### config.mk
export PLATFORM = sky130hd
export DESIGN_NAME = kernel_window_seq
export DESIGN_NICKNAME = d
export VERILOG_FILES = /design/src/rtl/kernel_pkg.sv /design/src/rtl/kernel_line_buf.sv /design/src/rtl/kernel_window_seq.sv
export SDC_FILE = /design/constraint.sdc
export NUM_CORES = 1
export LEC_CHECK = 0
export ABC_AREA = 1
export ABC_CLOCK_PERIOD_IN_PS = 2200
export BUFFER_PORTS_ARGS = -buffer_cell sky130_fd_sc_hd__buf_2
export CORE_MARGIN = 10
export CORE_UTILIZATION = 58
export DETAILED_ROUTE_END_ITERATION = 10
export HOLD_SLACK_MARGIN = 0.03
export PLACE_DENSITY = 0.79
export SYNTH_ARGS = -nofsm -noshare
export SYNTH_HDL_FRONTEND = slang
export SYNTH_SLANG_ARGS = --single-unit
export TNS_END_PERCENT = 50
### constraint.sdc
create_clock -name clk -period 2.2 [get_ports clk]
set_clock_uncertainty 0.15 [all_clocks]
set_input_delay 0.44 -clock clk [delete_from_list [all_inputs] [get_ports clk]]
set_output_delay 0.44 -clock clk [all_outputs]
set_load 0.005 [all_outputs]
### src/rtl/kernel_pkg.sv
// rtl/kernel_pkg.sv - select codes, FSM states and step decode for the kernel window sequencer
package kernel_pkg;

  localparam logic [3:0] SEL_NONE = 4'b0000;
  localparam logic [3:0] SEL_TL   = 4'b0001;
  localparam logic [3:0] SEL_TR   = 4'b0010;
  localparam logic [3:0] SEL_BL   = 4'b0011;
  localparam logic [3:0] SEL_BR   = 4'b0100;
  localparam logic [3:0] SEL_R    = 4'b0101;
  localparam logic [3:0] SEL_L    = 4'b0110;
  localparam logic [3:0] SEL_T    = 4'b0111;
  localparam logic [3:0] SEL_B    = 4'b1000;
  localparam logic [3:0] SEL_C    = 4'b1111;

  localparam logic [3:0] LAST_STEP = 4'd8;

  typedef enum logic {ACCEPT, SEQ} state_t;

  // Corners first, then edges, centre last so the centre closes the window.
  function automatic logic [3:0] step_sel(input logic [3:0] step);
    logic [3:0] sel;
    sel = SEL_NONE;
    case (step)
      4'd0:    sel = SEL_TL;
      4'd1:    sel = SEL_TR;
      4'd2:    sel = SEL_BL;
      4'd3:    sel = SEL_BR;
      4'd4:    sel = SEL_R;
      4'd5:    sel = SEL_L;
      4'd6:    sel = SEL_T;
      4'd7:    sel = SEL_B;
      4'd8:    sel = SEL_C;
      default: sel = SEL_NONE;
    endcase
    return sel;
  endfunction

endpackage

### src/rtl/kernel_line_buf.sv
// rtl/kernel_line_buf.sv - one image row of pixels, read and written at the same column index
module kernel_line_buf #(
  parameter int PIX_W = 3,
  parameter int IMG_W = 8,
  localparam int AW   = $clog2(IMG_W)
) (
  input  logic             clk,
  input  logic             rst_n,
  input  logic             we,
  input  logic [AW-1:0]    idx,
  input  logic [PIX_W-1:0] wdata,
  output logic [PIX_W-1:0] rdata
);

  logic [PIX_W-1:0] mem_q [IMG_W];
  logic [PIX_W-1:0] mem_d [IMG_W];

  always_comb begin
    mem_d = mem_q;
    if (we) begin
      mem_d[idx] = wdata;
    end
  end

  // Read returns the pre-write value, i.e. the pixel from the previous row.
  assign rdata = mem_q[idx];

  always_ff @(posedge clk or negedge rst_n) begin
    if (!rst_n) begin
      mem_q <= '{default: '0};
    end else begin
      mem_q <= mem_d;
    end
  end

endmodule

### src/rtl/kernel_window_seq.sv
// rtl/kernel_window_seq.sv - builds 3x3 windows from a raster stream and steps the demux select per tap
module kernel_window_seq
  import kernel_pkg::*;
#(
  parameter int PIX_W = 3,
  parameter int IMG_W = 8,
  parameter int IMG_H = 8
) (
  input  logic             clk,
  input  logic             rst_n,
  input  logic [PIX_W-1:0] in_pix,
  input  logic             in_valid,
  output logic             in_ready,
  output logic [PIX_W-1:0] tl_d,
  output logic [PIX_W-1:0] t_d,
  output logic [PIX_W-1:0] tr_d,
  output logic [PIX_W-1:0] l_d,
  output logic [PIX_W-1:0] c_d,
  output logic [PIX_W-1:0] r_d,
  output logic [PIX_W-1:0] bl_d,
  output logic [PIX_W-1:0] b_d,
  output logic [PIX_W-1:0] br_d,
  output logic [3:0]       select,
  output logic             win_valid,
  input  logic             out_ready,
  output logic             win_last,
  output logic             frame_done
);

  localparam int CW = $clog2(IMG_W);
  localparam int RW = $clog2(IMG_H);
  localparam logic [CW-1:0] COL_MAX = CW'(IMG_W - 1);
  localparam logic [RW-1:0] ROW_MAX = RW'(IMG_H - 1);

  state_t           state_q, state_d;
  logic [RW-1:0]    row_q, row_d;
  logic [CW-1:0]    col_q, col_d;
  logic [3:0]       step_q, step_d;
  logic             last_win_q, last_win_d;
  logic [PIX_W-1:0] w_q [3][3];
  logic [PIX_W-1:0] w_d [3][3];
  logic             in_ready_q, in_ready_d;
  logic             win_valid_q, win_valid_d;
  logic [3:0]       select_q, select_d;
  logic             win_last_q, win_last_d;
  logic             frame_done_q, frame_done_d;

  logic             accept;
  logic [PIX_W-1:0] lb0_rd, lb1_rd;

  assign accept = (state_q == ACCEPT) && in_valid;

  kernel_line_buf #(.PIX_W(PIX_W), .IMG_W(IMG_W)) u_lb0 (
    .clk   (clk),
    .rst_n (rst_n),
    .we    (accept),
    .idx   (col_q),
    .wdata (in_pix),
    .rdata (lb0_rd)
  );

  kernel_line_buf #(.PIX_W(PIX_W), .IMG_W(IMG_W)) u_lb1 (
    .clk   (clk),
    .rst_n (rst_n),
    .we    (accept),
    .idx   (col_q),
    .wdata (lb0_rd),
    .rdata (lb1_rd)
  );

  always_comb begin
    state_d    = state_q;
    row_d      = row_q;
    col_d      = col_q;
    step_d     = step_q;
    last_win_d = last_win_q;
    w_d        = w_q;

    case (state_q)
      ACCEPT: begin
        if (accept) begin
          for (int r = 0; r < 3; r++) begin
            w_d[r][0] = w_q[r][1];
            w_d[r][1] = w_q[r][2];
          end
          w_d[0][2] = lb1_rd;
          w_d[1][2] = lb0_rd;
          w_d[2][2] = in_pix;

          if (col_q == COL_MAX) begin
            col_d = '0;
            row_d = (row_q == ROW_MAX) ? '0 : row_q + RW'(1);
          end else begin
            col_d = col_q + CW'(1);
          end

          // Windows straddling a row start would mix stale columns; only col>=2 is issued.
          if ((row_q >= RW'(2)) && (col_q >= CW'(2))) begin
            state_d    = SEQ;
            step_d     = '0;
            last_win_d = (row_q == ROW_MAX) && (col_q == COL_MAX);
          end
        end
      end
      SEQ: begin
        if (out_ready) begin
          if (step_q == LAST_STEP) begin
            state_d = ACCEPT;
          end else begin
            step_d = step_q + 4'd1;
          end
        end
      end
      default: state_d = ACCEPT;
    endcase

    in_ready_d   = (state_d == ACCEPT);
    win_valid_d  = (state_d == SEQ);
    select_d     = win_valid_d ? step_sel(step_d) : SEL_NONE;
    win_last_d   = win_valid_d && (step_d == LAST_STEP);
    frame_done_d = win_last_d && last_win_d;
  end

  always_ff @(posedge clk or negedge rst_n) begin
    if (!rst_n) begin
      state_q      <= ACCEPT;
      row_q        <= '0;
      col_q        <= '0;
      step_q       <= '0;
      last_win_q   <= 1'b0;
      w_q          <= '{default: '0};
      in_ready_q   <= 1'b1;
      win_valid_q  <= 1'b0;
      select_q     <= SEL_NONE;
      win_last_q   <= 1'b0;
      frame_done_q <= 1'b0;
    end else begin
      state_q      <= state_d;
      row_q        <= row_d;
      col_q        <= col_d;
      step_q       <= step_d;
      last_win_q   <= last_win_d;
      w_q          <= w_d;
      in_ready_q   <= in_ready_d;
      win_valid_q  <= win_valid_d;
      select_q     <= select_d;
      win_last_q   <= win_last_d;
      frame_done_q <= frame_done_d;
    end
  end

  assign in_ready   = in_ready_q;
  assign win_valid  = win_valid_q;
  assign select     = select_q;
  assign win_last   = win_last_q;
  assign frame_done = frame_done_q;

  assign tl_d = w_q[0][0];
  assign t_d  = w_q[0][1];
  assign tr_d = w_q[0][2];
  assign l_d  = w_q[1][0];
  assign c_d  = w_q[1][1];
  assign r_d  = w_q[1][2];
  assign bl_d = w_q[2][0];
  assign b_d  = w_q[2][1];
  assign br_d = w_q[2][2];

endmodule
==> results.json <==
{
  "timing.final.hold_violations": 0,
  "pwr-share-clk_pct": 16.2,
  "drt_wl_total_mm": 9.07,
  "synth.largest_area_cell": "sky130_fd_sc_hd__dfrtp_1",
  "worst_hold_path_type": "input port to flip-flop",
  "final_net_count": 525,
  "postSynthNetCount": 482,
  "critical_path.endpoint_type": "flip-flop",
  "min-delay-start": "in_pix[2]",
  "drive_gt1_share_pct": 19.0,
  "timing.hold.ws_ps": 168,
  "ctsResizeCount": 0,
  "portBuffers": 41,
  "critical_path_peak_fanout": 7,
  "share_of_the_cycle_needed_by_the_critical_path_after_routing_pct": 88.0,
  "post-route-min-period_ps": 1940,
  "cts_inserted_buffers": 9,
  "fp-row-count": 30,
  "power.static_leakage_nw": 2.35,
  "power.net_switching_w": 0.00296,
  "rr_endpoint": "select[2]",
  "rsz0062_at_grt": "no",
  "number_of_global_route_vias_before_repair": 3176,
  "finalInstanceArea_sq_um": 4690,
  "design.die.area_sq_um": 11000,
  "worst_ep_required_time_ps": 2310,
  "synthesis.area_sq_um": 4160,
  "post_synth_inst_count": 467,
  "synth.top_cell.area_share_pct": 56.0,
  "insertedDiodeCount": 0,
  "worst_skew_pair.late_latency_ps": 360,
  "min_path_cells": 3,
  "dpl_worst_slack_ps": 307,
  "critPathLaunchType": "flip-flop",
  "area.growth.synth_to_final_pct": 12.7,
  "timing.setup.critical_path_class": "flip-flop to flip-flop",
  "setup_viol": 0,
  "synth_seq_area_share_pct": 56.6,
  "globalRouteTotalUtil_pct": 17.2,
  "fillCellCount": 554,
  "die_width_microns": 105,
  "synthTopCellsByArea": "sky130_fd_sc_hd__dfrtp_1 (56%), sky130_fd_sc_hd__nand2_1 (13%), sky130_fd_sc_hd__o21ai_0 (5.3%)",
  "core_area_sq_um": 6870,
  "post-route-worst-setup-slack_ps": 263,
  "ys_types": 33,
  "ir_worst_vdd_uv": 695,
  "wl_per_cell_microns": 14.8,
  "setup.worst_path.start": "col_q[0]",
  "hold_path_end": "u_lb0.mem_q[14]",
  "reg2reg_from": "col_q[0]",
  "combinationalPowerShare_pct": 41.4,
  "globalplace.congestion": 0.857,
  "clock-sinks": 94,
  "power.switching_fraction_pct": 41.8,
  "antenna_violations_before_repair": 0,
  "dpl.hpwl_mm": 6.38,
  "synth-seq-cells": 94,
  "yosys_warnings": 0,
  "drc": 0,
  "max_transition_margin_pct": 67.4,
  "timing.setup.tns_ps": 0,
  "maxSlewViolCount": 0,
  "internal_power_w": 0.00412,
  "htreeDepth": 3,
  "cts_root_buf": "sky130_fd_sc_hd__clkbuf_8",
  "r2r_slack_ps": 260,
  "post_cts_buffers": 0,
  "fmaxAchievable_mhz": 516,
  "max_cap_violations": 0,
  "outcome": "finished clean",
  "worst-slew-pin-transition_ps": 488,
  "grt_pass1_wl_mm": 15.7,
  "p_seq_share_pct": 42.4,
  "drt.antenna.violating_nets": 0,
  "grt-ovfl-total": 0,
  "post_dp_cell_area_sq_um": 4480,
  "maximum_number_of_pins_on_one_net_before_global_route_repair": 36,
  "drt_first_iter_violations": 181,
  "floorplan.initialDensity_pct": 60.5,
  "cp_data_arrival_time_ps": 2050,
  "cts_tree": "built",
  "vias": 3205,
  "synth.avg_cell_area_sq_um": 8.91,
  "power.density_cell_area_nw_per_um2": 1510,
  "die-height_microns": 105,
  "dr.pass1.iters": 4,
  "cts.reportedPaths.clkPinSlew_ps": 90,
  "avgViaCountPerCell": 5.25,
  "ioPinCount": 42,
  "clk_path_buf_depth": 2,
  "ctsHoldBuffers": 1,
  "cell_count_of_the_worst_reg_to_reg_path": 13
}
==> layer usage <==
metal  part of all wire (%)  global-route usage (%)  vias up
li1                       -                       -     1583
met2                     48                    28.2       75
met3                    5.9                    4.61       11
met5                      0                       0        -
met1                     45                    21.6     1536
met4                    1.3                    5.39        0
==> logic make-up after synthesis <==
group | after synthesis | share of synthesized area [%]
adders and majority gates | 8 | 2.41
buffers and inverters | 54 | 5.69
DFF | 94 | 56.6
and+or+nand+nor | 213 | 22.4
muxes | 1 | 0.271
AOI/OAI and AO/OA | 96 | 12.5
xor gates and xnor gates | 1 | 0.211
==> cell usage after synthesis, drive strengths merged <==
cell type  number
a21oi          17
a22o            3
nand3b          1
buf            14
nand2         151
o22ai           6
nor3b           1
nand3           9
o21ai          64
dfrtp          93
inv            35
nor2           49
clkbuf          5
dfstp           1
o31ai           1
xor2            1
mux2            1
nand4           2
o21a            1
o211ai          1
ha              8
a211oi          3
==> stage by stage <==
step / instances / total power (W) / util (%)
after detailed placement: 594 / 0.00595 / 65.2
final: 611 / 0.00708 / 68.2
after global routing: 611 / 0.00768 / 68.2
after global placement: 594 / 0.00581 / 65.2
after floorplan: 467 / 0.00498 / -
after CTS: 611 / 0.00712 / 68.2
==> registers in the layout, indices dropped and copies added (netlist names), 4 cells and up <==
register / flops
select: 4
step_q: 4
u_lb0.mem_q: 24
u_lb1.mem_q: 24
==> layout make-up <==
| type | instances | area (sq um) | area share (%) |
|---|---|---|---|
| clock inverter | 6 | 71.3 | 1.52 |
| clock buffer | 10 | 128 | 2.72 |
| tap | 96 | 120 | 2.56 |
| multi-input combinational | 319 | 1570 | 33.5 |
| sequential | 94 | 2350 | 50.2 |
| timing repair buffer | 51 | 310 | 6.62 |
| inverter | 35 | 134 | 2.86 |
==> placed cells by master (no fill, tap or decap), types with 9 or more instances in the layout <==
cell and n:
sky130_fd_sc_hd__nand2_1 141, sky130_fd_sc_hd__dfrtp_1 93, sky130_fd_sc_hd__o21ai_0 44, sky130_fd_sc_hd__buf_2 40
sky130_fd_sc_hd__nor2_1 38, sky130_fd_sc_hd__inv_1 28, sky130_fd_sc_hd__o21ai_1 19, sky130_fd_sc_hd__a21oi_1 17
sky130_fd_sc_hd__clkbuf_8 9
==> worst max-delay path, cell delays in order (launching register included) <==
cell and delay, ps:
sky130_fd_sc_hd__dfrtp_1 450, sky130_fd_sc_hd__inv_1 90, sky130_fd_sc_hd__ha_1 200, sky130_fd_sc_hd__inv_1 50, sky130_fd_sc_hd__nand2_1 80, sky130_fd_sc_hd__nand2_4 150
sky130_fd_sc_hd__nand3_2 90, sky130_fd_sc_hd__nand2_2 120, sky130_fd_sc_hd__ha_1 150, sky130_fd_sc_hd__inv_1 30, sky130_fd_sc_hd__nand2_1 60, sky130_fd_sc_hd__nand2_1 50
sky130_fd_sc_hd__nor2_1 120, sky130_fd_sc_hd__nor2_1 60
==> power by group through the flow <==
stage / Combinational (W) / Clock, W / Sequential, W
final: 0.00293 / 0.00115 / 0.00300
after global routing: 0.00333 / 0.00124 / 0.00311
after CTS: 0.00295 / 0.00117 / 0.00300
after detailed placement: 0.00292 / 0 / 0.00303
after global placement: 0.00281 / 0 / 0.00300
after floorplan: 0.00203 / 0 / 0.00295
==> worst max-delay path by stage <==
| stage | end | slack (ps) | depth (start not counted) |
|---|---|---|---|
| 4_1_cts | select[2] | 280 | 13 |
| 6_report | select[2] | 260 | 13 |
| 5_1_grt | select[2] | 100 | 13 |
| 2_1_floorplan | select[2] | 230 | 15 |
| 3_5_place_dp | select[2] | 310 | 11 |
| 3_3_place_gp | select[1] | 340 | 7 |
Power figures use the tool's default switching activity.
